[config.mk]
export PLATFORM = sky130hd
export DESIGN_NAME = conv3x3_stream_flat
export DESIGN_NICKNAME = d
export VERILOG_FILES = /design/src/rtl/conv3x3_stream_pkg.sv /design/src/rtl/conv3x3_stream_if.sv /design/src/rtl/conv3x3_stream_line_buf.sv /design/src/rtl/conv3x3_stream.sv /design/src/flat_wrapper.sv
export SDC_FILE = /design/constraint.sdc
export NUM_CORES = 1
export LEC_CHECK = 0
export BUFFER_PORTS_ARGS = -buffer_cell sky130_fd_sc_hd__buf_2
export CAP_MARGIN = 40
export CELL_PAD_IN_SITES_DETAIL_PLACEMENT = 1
export CELL_PAD_IN_SITES_GLOBAL_PLACEMENT = 1
export CORE_MARGIN = 2
export CORE_UTILIZATION = 40
export CTS_BUF_LIST = sky130_fd_sc_hd__clkbuf_8
export CTS_CLUSTER_DIAMETER = 30
export DETAILED_ROUTE_END_ITERATION = 8
export PLACE_DENSITY = 0.64
export SLEW_MARGIN = 20
export SYNTH_ARGS = -nofsm -noshare
export SYNTH_HDL_FRONTEND = slang
export SYNTH_SLANG_ARGS = --single-unit
[constraint.sdc]
create_clock -name CLK -period 5.4 [get_ports CLK]
set_clock_uncertainty 0.1 [all_clocks]
set_input_delay 0 -clock CLK [delete_from_list [all_inputs] [get_ports CLK]]
set_output_delay 0 -clock CLK [all_outputs]
set_load 0.02 [all_outputs]
[src/rtl/conv3x3_stream_pkg.sv]
// Shared types, widths and kernel coefficients for the 3x3 streaming convolution.
package conv_pkg;

  localparam int PIX_W  = 8;
  localparam int ACC_W  = 12;
  localparam int COEF_W = 4;

  typedef logic        [PIX_W-1:0]  pix_t;
  typedef logic signed [COEF_W-1:0] coef_t;
  typedef logic signed [ACC_W-1:0]  acc_t;

  // Row-major kernel: K[3*r+c] weights window row r (0 = oldest line), column c (0 = oldest).
  localparam coef_t K [9] = '{4'sd0, -4'sd1, 4'sd0,
                              -4'sd1, 4'sd5, -4'sd1,
                              4'sd0, -4'sd1, 4'sd0};

  // Unsigned pixel times signed coefficient, result in the accumulator width.
  function automatic acc_t mul(input pix_t p, input coef_t k);
    acc_t pe;
    acc_t ke;
    pe = acc_t'({{(ACC_W-PIX_W){1'b0}}, p});
    ke = acc_t'(k);
    return pe * ke;
  endfunction

endpackage

[src/rtl/conv3x3_stream_if.sv]
// Pixel-in / result-out bundle between the SPI slave and the convolution engine.
interface conv3x3_stream_if;
  import conv_pkg::*;

  logic frame_clr;
  logic pix_valid;
  pix_t pix_in;
  logic res_valid;
  pix_t res_out;
  logic frame_done;

  modport master (output frame_clr, pix_valid, pix_in,
                  input  res_valid, res_out, frame_done);

  modport slave  (input  frame_clr, pix_valid, pix_in,
                  output res_valid, res_out, frame_done);
endinterface

[src/rtl/conv3x3_stream_line_buf.sv]
// One image line of pixel storage; combinational read gives read-before-write at the same address.
module conv_line_buf
  import conv_pkg::*;
#(
  parameter int DEPTH = 64,
  localparam int AW   = $clog2(DEPTH)
) (
  input  logic          clk_i,
  input  logic          we_i,
  input  logic [AW-1:0] addr_i,
  input  pix_t          wdata_i,
  output pix_t          rdata_o
);

  pix_t mem_q [DEPTH];

  assign rdata_o = mem_q[addr_i];

  // Write the new pixel; contents are never cleared.
  always_ff @(posedge clk_i) begin
    if (we_i) mem_q[addr_i] <= wdata_i;
  end

endmodule

[src/rtl/conv3x3_stream.sv]
// Streaming 3x3 convolution: two line buffers, a 3x3 window and a two-stage kernel pipeline.
// Optional CONV_SAT_EN: clamp the shifted sum to [0,255] instead of wrapping modulo 256.
module conv3x3_stream
  import conv_pkg::*;
#(
  parameter int IMG_W = 64,
  parameter int IMG_H = 64,
  parameter int SHIFT = 0
) (
  input logic              CLK,
  input logic              RESET,
  conv3x3_stream_if.slave  bus
);

  localparam int CW = $clog2(IMG_W);
  localparam int RW = $clog2(IMG_H);

  logic          clr;
  logic          accept;
  logic [CW-1:0] col_q, col_d;
  logic [RW-1:0] row_q, row_d;
  logic          done_q, done_d;
  logic          wv_q, wv_d;
  pix_t          win_q [3][3];
  pix_t          lb0_rd, lb1_rd;
  acc_t          psum_d [3];
  acc_t          psum_q [3];
  logic          v1_q;
  acc_t          sum_c, shifted_c;
  pix_t          res_d;
  pix_t          res_out_q;
  logic          res_valid_q;

  // A clear on the same edge as a pixel drops that pixel.
  assign clr    = RESET | bus.frame_clr;
  assign accept = bus.pix_valid & ~bus.frame_clr;

  conv_line_buf #(.DEPTH(IMG_W)) u_lb0 (
    .clk_i  (CLK),
    .we_i   (accept),
    .addr_i (col_q),
    .wdata_i(bus.pix_in),
    .rdata_o(lb0_rd)
  );

  conv_line_buf #(.DEPTH(IMG_W)) u_lb1 (
    .clk_i  (CLK),
    .we_i   (accept),
    .addr_i (col_q),
    .wdata_i(lb0_rd),
    .rdata_o(lb1_rd)
  );

  // Raster position, frame-end pulse and window-qualify flag for the accepted pixel.
  always_comb begin
    col_d  = col_q;
    row_d  = row_q;
    done_d = 1'b0;
    wv_d   = accept && (row_q >= RW'(2)) && (col_q >= CW'(2));
    if (accept) begin
      if (col_q == CW'(IMG_W - 1)) begin
        col_d = '0;
        if (row_q == RW'(IMG_H - 1)) begin
          row_d  = '0;
          done_d = 1'b1;
        end else begin
          row_d = row_q + 1'b1;
        end
      end else begin
        col_d = col_q + 1'b1;
      end
    end
  end

  // Position counters and the pulses derived from them.
  always_ff @(posedge CLK) begin
    if (clr) begin
      col_q  <= '0;
      row_q  <= '0;
      done_q <= 1'b0;
      wv_q   <= 1'b0;
    end else begin
      col_q  <= col_d;
      row_q  <= row_d;
      done_q <= done_d;
      wv_q   <= wv_d;
    end
  end

  // Shift the window left and load the new right column from the line buffers and input.
  always_ff @(posedge CLK) begin
    if (clr) begin
      win_q <= '{default: '0};
    end else if (accept) begin
      win_q[0][0] <= win_q[0][1];
      win_q[0][1] <= win_q[0][2];
      win_q[0][2] <= lb1_rd;
      win_q[1][0] <= win_q[1][1];
      win_q[1][1] <= win_q[1][2];
      win_q[1][2] <= lb0_rd;
      win_q[2][0] <= win_q[2][1];
      win_q[2][1] <= win_q[2][2];
      win_q[2][2] <= bus.pix_in;
    end
  end

  // Per-row partial sums of the kernel products.
  always_comb begin
    psum_d[0] = mul(win_q[0][0], K[0]) + mul(win_q[0][1], K[1]) + mul(win_q[0][2], K[2]);
    psum_d[1] = mul(win_q[1][0], K[3]) + mul(win_q[1][1], K[4]) + mul(win_q[1][2], K[5]);
    psum_d[2] = mul(win_q[2][0], K[6]) + mul(win_q[2][1], K[7]) + mul(win_q[2][2], K[8]);
  end

  // Stage 1: register partial sums; the products fold directly into them.
  always_ff @(posedge CLK) begin
    if (clr) begin
      psum_q <= '{default: '0};
      v1_q   <= 1'b0;
    end else begin
      psum_q <= psum_d;
      v1_q   <= wv_q;
    end
  end

  // Total, shift and output formatting.
  always_comb begin
    sum_c     = psum_q[0] + psum_q[1] + psum_q[2];
    shifted_c = sum_c >>> SHIFT;
`ifdef CONV_SAT_EN
    if (shifted_c < 0) begin
      res_d = '0;
    end else if (shifted_c > acc_t'(255)) begin
      res_d = '1;
    end else begin
      res_d = PIX_W'(shifted_c);
    end
`else
    res_d = PIX_W'(shifted_c);
`endif
  end

  // Stage 2: publish the result; res_out holds between strobes.
  always_ff @(posedge CLK) begin
    if (clr) begin
      res_out_q   <= '0;
      res_valid_q <= 1'b0;
    end else begin
      res_valid_q <= v1_q;
      if (v1_q) res_out_q <= res_d;
    end
  end

  assign bus.res_valid  = res_valid_q;
  assign bus.res_out    = res_out_q;
  assign bus.frame_done = done_q;

endmodule

[src/flat_wrapper.sv]
// flat-port wrapper written by rule: the top's interface ports become plain ports
module conv3x3_stream_flat import conv_pkg::*;
#(
  parameter int IMG_W = 64,
  parameter int IMG_H = 64,
  parameter int SHIFT = 0
)
  (CLK, RESET, bus_frame_clr, bus_pix_valid, bus_pix_in, bus_res_valid, bus_res_out, bus_frame_done);
  conv3x3_stream_if bus_i ();
  input logic CLK;
  input logic RESET;
  input wire logic [$bits(bus_i.frame_clr)-1:0] bus_frame_clr;
  input wire logic [$bits(bus_i.pix_valid)-1:0] bus_pix_valid;
  input wire logic [$bits(bus_i.pix_in)-1:0] bus_pix_in;
  output wire logic [$bits(bus_i.res_valid)-1:0] bus_res_valid;
  output wire logic [$bits(bus_i.res_out)-1:0] bus_res_out;
  output wire logic [$bits(bus_i.frame_done)-1:0] bus_frame_done;
  assign bus_i.frame_clr = bus_frame_clr;
  assign bus_i.pix_valid = bus_pix_valid;
  assign bus_i.pix_in = bus_pix_in;
  assign bus_res_valid = bus_i.res_valid;
  assign bus_res_out = bus_i.res_out;
  assign bus_frame_done = bus_i.frame_done;
  conv3x3_stream #(.IMG_W(IMG_W), .IMG_H(IMG_H), .SHIFT(SHIFT)) u_core (.CLK(CLK), .RESET(RESET), .bus(bus_i));
endmodule
==> impl_results.rst <==
.. list-table::
   :header-rows: 1

   * - Metric
     - Value
   * - Wire length of the first global-routing pass
     - 189,000 um
   * - Fraction of layout instances using a drive strength above 1
     - 24.5%
   * - Shortest period the worst path allows
     - 4280 ps
   * - Maximum vdd ir drop
     - 240 uV
   * - CP endpoint kind
     - flop
   * - Layout filler cell count
     - 10,500
   * - TritonCTS clock tree
     - built
   * - Post-CTS setup-driven buffer insertion count
     - 0
   * - Final setup TNS
     - 0 ps
   * - Buffers added on ports
     - 21
   * - Post-layout utilization of the core
     - 47.2%
   * - Detailed-route wire length
     - 130,000 um
   * - Largest family of logic cells by synthesized area
     - multiplexers
   * - Antenna violations before repair
     - 5
   * - FF-to-FF setup slack
     - 1120 ps
   * - Number of resized instances in the post-cts repair step
     - 0
   * - Simple-gate share of the synthesized area
     - 4.00%
   * - Static leakage
     - 17.1 nW
   * - CTS Buf Count
     - 214
   * - Setup repair after global routing missed its margin
     - false
   * - Highest clock frequency the design can meet
     - 0.234 GHz
   * - Number of hold buffers added after cts
     - 15
   * - Area of the die
     - 115,000 um2
   * - I/O pins
     - 22
   * - Portion of the clock cycle consumed by the worst path in the final layout
     - 79.2%
   * - Post-synth EDFFs
     - 1,024
   * - Element type at the critical path start
     - flop
   * - Synth Register Bits
     - 1,134
   * - Pin count of the biggest net entering global routing
     - 66
   * - Area used by multi-input combinational logic
     - 10,800 um2
   * - Power per Cell Area
     - 371 nW/um2
   * - Result of the run
     - complete, no violations
   * - Tot GR Track Use
     - 22.7%
   * - Placeable core area
     - 111,000 um2
   * - Compound-cell area share of the yosys netlist
     - 5.71%
   * - Xor/xnor share of the synthesized area
     - 0.626%
   * - Overall via count from detail_route
     - 25,200
   * - Dpl hpwl
     - 80,300 um
   * - Area share of fa/ha/maj cells after synthesis
     - 1.63%
   * - Number of nets in the layout
     - 2,833
   * - Worst setup slack before clock tree synthesis
     - 1610 ps
   * - Number of global-route vias before repair
     - 26,700
   * - Mapped Area
     - 44,700 um2
   * - Multiplexer share of the synthesized area
     - 12.0%
   * - DRC
     - 0
   * - Avg WL per Cell
     - 29.3 um
   * - Insertion delay to the later sink of the worst-skew pair
     - 860 ps
   * - Seq/Total Area, Yosys
     - 73.7%
   * - Global-route congestion overflow total
     - 0
   * - Mean instance size in the synthesized netlist
     - 17.8 um2
   * - Buffer cell driving the clock tree root
     - clkbuf_8
   * - DIE WIDTH
     - 338 um
   * - Via-per-instance ratio
     - 5.67
   * - Yosys warns
     - 0
   * - Slew Limit Fails
     - 0
   * - Standard-cell row count
     - 122
   * - Worst-margin pin slew
     - 910 ps
   * - DRC marker count from the first detailed-route iteration
     - 2,543
   * - Final count of hold timing violations
     - 0
   * - Routability-driven placement congestion ratio
     - 0.818
   * - Clock Sinks
     - 1,134
   * - Area growth from synthesis to layout
     - 16.8%
   * - Worst hold slack
     - 139 ps
   * - Classification of the worst setup path
     - flop to flop
   * - Post-route setup slack
     - 1120 ps
   * - Headroom to the max-slew limit
     - 39.3%
   * - Initial core utilization
     - 40.4%
   * - Unique cell type count in the Yosys netlist
     - 78
   * - Register area
     - 33,000 um2
   * - Predominant post-synthesis flop cell
     - edfxtp_1
   * - Maximum net fanout on the critical path
     - 65
   * - Setup violations, final
     - 0
   * - Number of buffers on the longest clock path
     - 3
   * - Clock transition at the registers of the reported paths
     - 70 ps
   * - Pre-Repair DR Iteration Count
     - 6
   * - Worst min path class
     - primary input to flop
   * - Total number of H-tree levels
     - 4
   * - Worst path required time
     - 6030 ps
   * - Residual antenna-violating net count after detailed routing
     - 0
   * - Arrival time at the worst endpoint
     - 4910 ps
   * - Cell count after synthesis
     - 2,509
   * - Die span in y
     - 338 um
   * - Share of synthesized flip-flops with an asynchronous set or reset
     - 0%
   * - Max-cap violation count
     - 0
   * - Net Count, Synth
     - 2,568
[critical path: stages, from the launching register on]
cell and delay (ps):
dfxtp_4 690, buf_12 480, nor2b_1 690, nand2_1 120, a41oi_1 310, o311ai_1 210, o21a_2 390, buf_16 290
o221a_1 230, dlygate4sd3_1 550
[placed cells by master (no fill, tap or decap), types with 42 or more instances in the layout]
| master | count |
|---|---|
| a221oi_1 | 42 |
| nor2_1 | 166 |
| a22oi_1 | 57 |
| edfxtp_1 | 1024 |
| inv_1 | 103 |
| clkbuf_8 | 225 |
| a21oi_1 | 55 |
| nand2_1 | 66 |
| mux4_2 | 145 |
| o21ai_0 | 46 |
| dfxtp_1 | 103 |
| buf_4 | 137 |
| mux2i_1 | 157 |
[where the power goes]
part | internal [mW] | switching, mW
clock network | 5.34 | 3.75
registers | 9.62 | 0.0413
logic | 0.215 | 0.419
[area by class of cell]
| cell class | count | area share (%) |
|---|---|---|
| flip-flops and latches | 1134 | 63.1 |
| multi-input cells | 1165 | 20.6 |
| clock buffers | 225 | 5.92 |
| well taps | 1488 | 3.56 |
| repair buffers | 195 | 3.23 |
| clock inverters | 169 | 3.11 |
| inverters | 64 | 0.460 |
| diodes | 1 | 0.00479 |
[layer usage]
metal  track usage [%]  up-vias  wire [um]
li1                  -    10600          -
met1              30.8    13400      55100
met2              37.2      982      63200
met3              4.10      213       8570
met4              7.05        2       3450
met5                 0        -         13
[synth_stat cells (all sizes together) (3+ instances only)]
master  count  area share, %
a21o        3          0.050
a41oi       4          0.078
o221ai      5          0.098
mux2i     157            3.5
or2         4          0.056
xnor2      16           0.31
o21a        9           0.15
o22ai      18           0.25
and2       11           0.15
or3         3          0.053
fa         19           0.85
inv        63           0.53
edfxtp   1024             69
nor2b      25           0.35
a31oi      22           0.31
mux4      151            7.7
clkbuf     56           0.47
o221a       8           0.20
nor3b       9           0.16
a32oi       9           0.18
nand2      70           0.59
nand4       9           0.13
o311ai      5          0.098
ha         28           0.78
nor4        5          0.070
o21ai      54           0.60
buf        90            1.4
a22oi      57           0.96
o22a        7           0.14
a211oi      9           0.15
a221oi     44           0.89
a21oi      55           0.62
o211ai      8           0.13
nor2      181            1.5
dfxtp     110            4.9
nand3      29           0.32
xor2       16           0.31
nand2b     11           0.15
mux2       33           0.83
nor3       15           0.17
and3        4          0.056
a22o       23           0.45
[registers in the layout, indices dropped and copies added (netlist names), named ones only]
| name | count |
|---|---|
| u_core.col_q | 6 |
| u_core.row_q | 6 |
| u_core.win_q | 56 |
| u_core.u_lb1.mem_q | 512 |
| u_core.bus.res_valid | 1 |
| u_core.psum_q | 24 |
| u_core.v1_q | 1 |
| u_core.bus.res_out | 8 |
| u_core.bus.frame_done | 1 |
| u_core.wv_q | 1 |
| u_core.u_lb0.mem_q | 512 |
[path summary, 6_finish.rpt]
| check | from | to | cells after the start |
|---|---|---|---|
| min reg2reg | u_core.wv_q | u_core.v1_q | 1 |
| min | bus_pix_in[6] | u_core.u_lb0.mem_q[52][6] | 2 |
| max reg2reg | flop | u_core.win_q[28] | 9 |
| max | flop | u_core.win_q[28] | 9 |
[per-stage QoR]
step	power [mW]	instance area [um2]	cells
after floorplan	10.2	44700	2509
final	19.4	52300	4441
after detailed placement	10.5	47400	4029
after global placement	10.4	47000	4010
after global routing	20.0	52300	4441
after CTS	19.5	52200	4438
[cells by family after synthesis]
group | Yosys count
AOI/OAI and AO/OA | 358
buffers and inverters | 210
DFF | 1134
and+or+nand+nor | 387
adders and majority gates | 47
xor gates and xnor gates | 32
muxes | 341
Power figures use the tool's default switching activity.
